`src/rtl/sincos_pkg.sv`:
```
// Shared definitions for the sin/cos operand front-end: FSM states,
// IEEE-754 constants, function select encoding and field accessors.
package sincos_pkg;

  typedef enum logic [1:0] {
    IDLE  = 2'd0,
    CHECK = 2'd1,
    BUSY  = 2'd2,
    DONE  = 2'd3
  } state_e;

  localparam logic [31:0] FP_QNAN = 32'h7FC0_0000;
  localparam logic [31:0] FP_ONE  = 32'h3F80_0000;

  localparam logic SEL_SIN = 1'b0;
  localparam logic SEL_COS = 1'b1;

  localparam int EXP_MSB  = 30;
  localparam int EXP_LSB  = 23;
  localparam int FRAC_MSB = 22;
  localparam int FRAC_LSB = 0;

  function automatic logic [7:0] fp_exp(input logic [31:0] x);
    return x[EXP_MSB:EXP_LSB];
  endfunction

  function automatic logic [22:0] fp_frac(input logic [31:0] x);
    return x[FRAC_MSB:FRAC_LSB];
  endfunction

endpackage

```
`src/rtl/sincos_ctrl_classify.sv`:
```
// Combinational special-case classifier for a single-precision operand:
// flags Inf, NaN (quiet or signaling) and signed zero.
module sincos_ctrl_classify
  import sincos_pkg::*;
(
  input  logic [31:0] op_i,
  output logic        is_inf_o,
  output logic        is_nan_o,
  output logic        is_zero_o
);

  logic expOnes;
  logic fracZero;

  assign expOnes   = (fp_exp(op_i) == 8'hFF);
  assign fracZero  = (fp_frac(op_i) == 23'd0);

  assign is_inf_o  = expOnes && fracZero;
  assign is_nan_o  = expOnes && !fracZero;
  assign is_zero_o = (op_i[30:0] == 31'd0);

endmodule

```
`src/rtl/sincos_ctrl.sv`:
```
// Sin/cos sequencer: captures one operand, answers special cases directly,
// otherwise launches the iterative core and waits with a timeout.
module sincos_ctrl
  import sincos_pkg::*;
#(
  parameter int TIMEOUT_CYC = 64
) (
  input  logic        clk,
  input  logic        rst,
  input  logic        in_valid,
  output logic        in_ready,
  input  logic [31:0] in_data,
  input  logic        in_sel,
  output logic        core_start,
  output logic [31:0] core_arg,
  output logic        core_sel,
  input  logic        core_done,
  input  logic [31:0] core_result,
  output logic        out_valid,
  input  logic        out_ready,
  output logic [31:0] out_data,
  output logic        out_invalid,
  output logic        out_timeout
);

  localparam int CW = $clog2(TIMEOUT_CYC);
  localparam logic [CW-1:0] CNT_LAST = CW'(TIMEOUT_CYC - 1);

  state_e        state_q, state_d;
  logic [31:0]   arg_q, arg_d;
  logic          sel_q, sel_d;
  logic [CW-1:0] cnt_q, cnt_d;
  logic          coreStart_q, coreStart_d;
  logic [31:0]   outData_q, outData_d;
  logic          outInvalid_q, outInvalid_d;
  logic          outTimeout_q, outTimeout_d;
  logic          inReady_q;
  logic          outValid_q;

  logic isInf, isNan, isZero, isDenorm;

  sincos_ctrl_classify u_classify (
    .op_i      (arg_q),
    .is_inf_o  (isInf),
    .is_nan_o  (isNan),
    .is_zero_o (isZero)
  );

  assign isDenorm = (fp_exp(arg_q) == 8'd0) && (fp_frac(arg_q) != 23'd0);

  always_comb begin
    state_d      = state_q;
    arg_d        = arg_q;
    sel_d        = sel_q;
    cnt_d        = cnt_q;
    coreStart_d  = 1'b0;
    outData_d    = outData_q;
    outInvalid_d = outInvalid_q;
    outTimeout_d = outTimeout_q;
    case (state_q)
      IDLE: begin
        if (in_valid && inReady_q) begin
          arg_d   = in_data;
          sel_d   = in_sel;
          state_d = CHECK;
        end
      end
      CHECK: begin
        if (isNan || isInf) begin
          outData_d    = FP_QNAN;
          outInvalid_d = 1'b1;
          outTimeout_d = 1'b0;
          state_d      = DONE;
        end else if (isZero || isDenorm) begin
          // sin(x) ~ x for tiny x keeps the sign of zero; cos is exactly one
          outData_d    = (sel_q == SEL_COS) ? FP_ONE : arg_q;
          outInvalid_d = 1'b0;
          outTimeout_d = 1'b0;
          state_d      = DONE;
        end else begin
          cnt_d       = '0;
          coreStart_d = 1'b1;
          state_d     = BUSY;
        end
      end
      BUSY: begin
        if (core_done) begin
          outData_d    = core_result;
          outInvalid_d = 1'b0;
          outTimeout_d = 1'b0;
          state_d      = DONE;
        end else if (cnt_q == CNT_LAST) begin
          outData_d    = FP_QNAN;
          outInvalid_d = 1'b0;
          outTimeout_d = 1'b1;
          state_d      = DONE;
        end else begin
          cnt_d = cnt_q + 1'b1;
        end
      end
      DONE: begin
        if (out_ready) state_d = IDLE;
      end
      default: state_d = IDLE;
    endcase
  end

  always_ff @(posedge clk) begin
    if (rst) begin
      state_q      <= IDLE;
      arg_q        <= '0;
      sel_q        <= 1'b0;
      cnt_q        <= '0;
      coreStart_q  <= 1'b0;
      outData_q    <= '0;
      outInvalid_q <= 1'b0;
      outTimeout_q <= 1'b0;
      inReady_q    <= 1'b1;
      outValid_q   <= 1'b0;
    end else begin
      state_q      <= state_d;
      arg_q        <= arg_d;
      sel_q        <= sel_d;
      cnt_q        <= cnt_d;
      coreStart_q  <= coreStart_d;
      outData_q    <= outData_d;
      outInvalid_q <= outInvalid_d;
      outTimeout_q <= outTimeout_d;
      inReady_q    <= (state_d == IDLE);
      outValid_q   <= (state_d == DONE);
    end
  end

  assign in_ready    = inReady_q;
  assign core_start  = coreStart_q;
  assign core_arg    = arg_q;
  assign core_sel    = sel_q;
  assign out_valid   = outValid_q;
  assign out_data    = outData_q;
  assign out_invalid = outInvalid_q;
  assign out_timeout = outTimeout_q;

endmodule

```
`config.mk`:
```
export PLATFORM = sky130hd
export DESIGN_NAME = sincos_ctrl
export DESIGN_NICKNAME = d
export VERILOG_FILES = /design/src/rtl/sincos_pkg.sv /design/src/rtl/sincos_ctrl_classify.sv /design/src/rtl/sincos_ctrl.sv
export SDC_FILE = /design/constraint.sdc
export NUM_CORES = 1
export LEC_CHECK = 0
export ABC_AREA = 1
export CORE_MARGIN = 2
export CORE_UTILIZATION = 45
export DETAILED_ROUTE_END_ITERATION = 7
export DONT_BUFFER_PORTS = 1
export GPL_TIMING_DRIVEN = 1
export PLACE_DENSITY_LB_ADDON = 0.15
export SLEW_MARGIN = 40
export SYNTH_ARGS = -nofsm -noshare
export SYNTH_HDL_FRONTEND = slang
export SYNTH_SLANG_ARGS = --single-unit
```
`constraint.sdc`:
```
create_clock -name clk -period 2.26 [get_ports clk]
set_clock_uncertainty 0.2 [all_clocks]
set_input_delay 0.226 -clock clk [delete_from_list [all_inputs] [get_ports clk]]
set_output_delay 0.226 -clock clk [all_outputs]
set_load 0.01 [all_outputs]
```
Word level (Yosys, flattened, before mapping)
Index checks and enable logic that the tools add are counted.
{ "totals": {"out_inout_bits": 70, "inputBits": 70, "wordCells": 70, "reg_bits": 78} }
{ "op_classes": {"add_sub_neg": 1, "muxes": 28, "bitwise_logic": 1, "eq_ne": 12, "reduce_logical": 18} }
{ "ops": {"columns": ["op", "n"], "rows": [
  ["$mux W32", 5],
  ["$pmux W32 S2", 1],
  ["$logic_not A31 Y1", 1],
  ["$mux W6", 4],
  ["$logic_not A23 Y1", 1],
  ["$reduce_bool A23 Y1", 1],
  ["$pmux W6 S2", 1],
  ["$mux W1", 10],
  ["$eq A8 B8 Y1 const B", 1],
  ["$logic_not A8 Y1", 1],
  ["$mux W2", 4],
  ["$ne A2 B2 Y1 const B", 4],
  ["$pmux W2 S4", 1],
  ["$add A6 B1 Y6 const B", 1],
  ["$eq A2 B2 Y1 const B", 3],
  ["$eq A6 B6 Y1 const B", 1],
  ["$ne A3 B3 Y1 const B", 2],
  ["$reduce_and A5 Y1", 1],
  ["$logic_and A1 B1 Y1", 4],
  ["$logic_not A2 Y1", 2],
  ["$pmux W1 S2", 2],
  ["$reduce_and A3 Y1", 1],
  ["$reduce_or A3 Y1", 1],
  ["$eq A2 B1 Y1 const B", 1],
  ["5 further kinds", 6]
]} }

Longest topological paths before layout
{ "logic_depth": {"ltp_word": 7, "ltp_mapped": 11} }

By module
From an unflattened synthesis, not the netlist that was laid out.
{ "unflattened": {"hier_cells": 546, "hier_area_um2": 3883.7} }
{ "modules_own_cells": {"columns": ["module", "seq_area_each_um2", "area_each_um2", "cells_per_inst", "instances"], "rows": [
  ["sincos_ctrl", 1561.5, 3698.5, 505, 1],
  ["sincos_ctrl_classify", 0.0, 185.2, 41, 1]
]} }

Least setup slack after synthesis
OpenSTA, ideal clock, no wires.
{ "synth_timing": {"kind": "reg2reg", "start": "reg state_q[0]", "end": "reg outData_q[0] (netlist: out_data[0])", "path_buffers": 2, "t_arrival_ps": 1469, "required_ps": 1947, "path_stages_with_launch": 11, "synth_period_minus_slack_ps": 1782, "path_slack_ps": 478, "path_cell_list": "dfxtp_1 -> inv_1 -> ha_1 -> inv_2 -> nor2_1 -> nand2_2 -> nand3_2 -> buf_6 -> buf_2 -> nor2_1 -> nor2_1"} }
{ "synth_via": {"elab_chain_len": 3, "elab_cells_between_ends": 7} }
{ "synth_rtl": {"columns": ["element", "line", "text"], "rows": [
  ["start: declaration", "sincos_ctrl.sv:29", "state_e state_q, state_d;"],
  ["start signal: assignment", "sincos_ctrl.sv:121", "state_q <= state_d;"],
  ["$eq A2 B1 Y1 or $eq A2 B2 Y1 (tied branches)", "sincos_ctrl.sv:60", "case (state_q)"],
  ["$ne A3 B3 Y1 (no source line) or $reduce_bool A2 Y1 (tied branches)", null, null],
  ["$reduce_and A3 Y1 (no source line)", null, null],
  ["end signal: assignment", "sincos_ctrl.sv:126", "outData_q <= outData_d;"],
  ["end: declaration", "sincos_ctrl.sv:34", "logic [31:0] outData_q, outData_d;"]
]} }
Several ways; a longest one is shown, not always the timed one.
A chain may end at the register's enable or synchronous reset.

Worst setup path in the final report
{ "layout_timing": {"start": "reg arg_q[26] (netlist: core_arg[26])", "end": "reg outData_q[4] (netlist: out_data[4])"} }
{ "layout_via": {"elab_chain_len": 5, "elab_cells_between_ends": 12} }
{ "layout_rtl": {"columns": ["element", "line", "text"], "rows": [
  ["start: declaration", "sincos_ctrl.sv:30", "logic [31:0] arg_q, arg_d;"],
  ["start signal: assignment", "sincos_ctrl.sv:122", "arg_q <= arg_d;"],
  ["$eq A8 B8 Y1 or $logic_not A8 Y1 (tied branches)", "sincos_ctrl_classify.sv:15, sincos_ctrl.sv:49", null],
  ["$logic_and A1 B1 Y1, on equally long branches", "sincos_ctrl_classify.sv:19, sincos_ctrl.sv:49, sincos_ctrl_classify.sv:18", null],
  ["$logic_or A1 B1 Y1, on equally long branches", "sincos_ctrl.sv:69, sincos_ctrl.sv:74", null],
  ["$ne A3 B3 Y1 (no source line) or $mux W32 (tied branches)", null, null],
  ["$reduce_and A3 Y1 (no source line) or $pmux W32 S2 (tied branches)", null, null]
]} }
Several ways; a longest one is shown, not always the timed one.

==> results.yml <==
sta:
  rsz0062_at_grt: "false"
  period_share: 0.884
  hold_viol: 0
  slew_headroom: 0.703
  tns_ns: 0
  max_freq_mhz: 500
  worst_pin_slew_ns: 0.446
  layout_setup_ws_ns: 0.262
  setup_viol: 0
  period_minus_slack_ns: 2.00
  drv_slew: 0
finish:
  layout-drive-gt1-share: 0.0594
  utilization: 0.589
  filler_cell_count: 734
  num_antenna_cells: 0
  finalNetCount: 677
  area_growth_pct: 26.2
  postLayoutCellArea_um2: 4570
synth:
  synth.distinct_cells: 23
  synth_edf_count: 0
  ys.flop_type: "dfxtp_1"
  postSynth.asyncResetShare: 0
  synth_common_cells: "nand2_1, nor2_1, inv_1"
  synth_area_leader_cell: "dfxtp_1"
  synth_cells: 547
  yosysWarningCount: 0
  ys_seq_area_frac: 0.431
  yosys.area.top_type_share: 0.431
  syn-num-nets: 623
  netlist_top_cells_area: "dfxtp_1, nand2_1, nor2_1"
  yosys_register_bits: 78
  post-synth-top-count-cell: "nand2_1"
  syn_area_per_cell_um2: 6.63
  netlist_area_um2: 3630
floorplanning:
  core_um2: 7770
  io-pin-count: 140
  rows: 32
  die_w_um: 93.8
  die-height_um: 93.8
  die_area_um2: 8790
  start_util: 0.467
placed_design:
  place.port_buffers: 0
  postPlaceCellArea_um2: 3720
  hpwlAfterDp_um: 6620
  place_ws_ns: 0.227
  gp_congestion: 0.799
cts:
  clkTransAtPathRegs_ns: 0.09
  cts_made_buffers: 9
  cts_tree: "yes"
  clk-insertion-delay-late_ns: 0.35
  htree_levels: 3
  clkSinkCount: 78
  cts_root_buffer: "clkbuf_8"
  post-cts-setup-buffer-count: 0
  clock_path_buffers: 2
critical_path:
  cp_max_fo: 57
  critical_path_class: "reg2reg"
  cp-startpoint: "core_arg[26]"
  crit_buf_inv: 1
  cp-start-kind: "register"
  cp_top_family: "simple AND/OR/NAND/NOR gates"
  crit_path_max_incr_delay_ns: 0.41
  worst_path_max_delay_cell: "dfxtp_1"
  worstPathRequired_ns: 2.34
  end_kind: "register"
  crit_path_cell_trace: "nand2_1 > nor2_1 > nand2_2 > nand3_1 > nand3_2 > buf_12 > nand2_1 > nand2_1 > nor2_1"
  crit_path_frequent_cell: "nand2_1"
  crit_arrival_ns: 2.08
  rr_startpoint: "core_arg[26]"
routing:
  wl_per_cell_um: 14.5
  routed-via-count: 3537
  drt_iter0_markers: 153
  ant_nets: 0
  viasPerCell: 5.00
  drc_errors: 0
  wl_um: 10300
  dr.pass1.iters: 4
power_and_ir_drop:
  ir_drop_mv: 0.621
  p_leak_nw: 2.05
  power_w: 0.00585
  power_density_nw_per_um2: 1280
global_route:
  antenna_found_initial: 0
  grt_overflow_total: 0
  grt_pass1_vias: 3324
  grt_max_degree: 72
  grt_pass1_wl_um: 15900
  grt_usage: 0.232
hold_path:
  min_from: "core_done"
  min_path_type: "in2reg"
outcome:
  outcome: "complete, no violations"
flow_run:
  cap_violations: 0
[final timing paths]
check / to / slack [ns] / cells past startpoint
setup / recovery: out_data[4] / 0.26 / 9
hold / removal: out_data[17] / 0.05 / 4
hold reg to reg: cnt_q[3] / 0.31 / 2
setup reg to reg: out_data[4] / 0.26 / 9
[power breakdown]
group | internal (W) | switching, W | leakage, nW
combinational | 0.000831 | 0.00143 | 1.31
clock | 0.000524 | 0.000554 | 0.0968
sequential | 0.00190 | 0.000614 | 0.642
total | 0.00325 | 0.00260 | 2.05
[worst register-to-register path, delay by kind of cell (launching register included)]
kind | cells | cell delay, ns
buffers and inverters | 1 | 0.21
and+or+nand+nor | 8 | 1.10
DFF | 1 | 0.41
[cells by family (layout without fill, tap and decap cells)]
logic type | count (synthesis) | count (layout) | synth area share
AND/OR/NAND/NOR | 238 | 238 | 0.266
AO/OA/AOI/OAI | 112 | 112 | 0.158
adder cells (fa/ha/maj) | 6 | 6 | 0.0207
XOR/XNOR | 1 | 1 | 0.00242
flip-flops | 78 | 78 | 0.431
buffers and inverters | 112 | 171 | 0.122
[per-stage QoR]
stage	hold slack [ns]	cells
final	0.0493	708
after global routing	0.0710	708
after CTS	0.00425	708
after detailed placement	0.101	627
after global placement	0.0982	627
after floorplan	0.0951	547
[registers in the layout, indices dropped and copies added (netlist names)]
register,flops
out_data,32
in_ready,1
out_invalid,1
out_valid,1
state_q,2
core_start,1
out_timeout,1
core_sel,1
core_arg,32
cnt_q,6
[layout by cell type (no fill, tap or decap), drive strengths merged]
cell type	instances
dfxtp	78
nand3	34
clkbuf	9
bufinv	1
dlygate4sd3	64
a21oi	45
xnor2	1
nand3b	1
clkinvlp	2
a31oi	7
buf	9
nand4	1
ha	6
o21ai	59
nor2	92
o21bai	1
clkinv	1
inv	85
nand2	108
nor3	2
[metal layers]
| metal | wire (um) | vias to the layer above | global-route usage |
|---|---|---|---|
| li1 | - | 1811 | - |
| met1 | 4340 | 1587 | 0.284 |
| met2 | 4840 | 124 | 0.383 |
| met3 | 870 | 15 | 0.0642 |
| met4 | 234 | 0 | 0.0942 |
| met5 | 0 | - | 0 |
[area by class of cell]
cell class / instances / area, um2 / area share
Clock buffer: 9 / 124 / 0.0271
Clock inverter: 7 / 80.1 / 0.0175
Inverter: 82 / 308 / 0.0673
Multi-Input combinational cell: 357 / 1630 / 0.356
Sequential cell: 78 / 1560 / 0.341
Tap cell: 102 / 128 / 0.0279
Timing Repair Buffer: 73 / 743 / 0.162
[what timing repair did]
item,in CTS,in global routing
hold buffers,65,0
resized for setup,0,2
endpoints found under the hold margin,71,0
endpoints found under the setup margin,0,8
No activity file was read; power rests on OpenSTA's default activity.
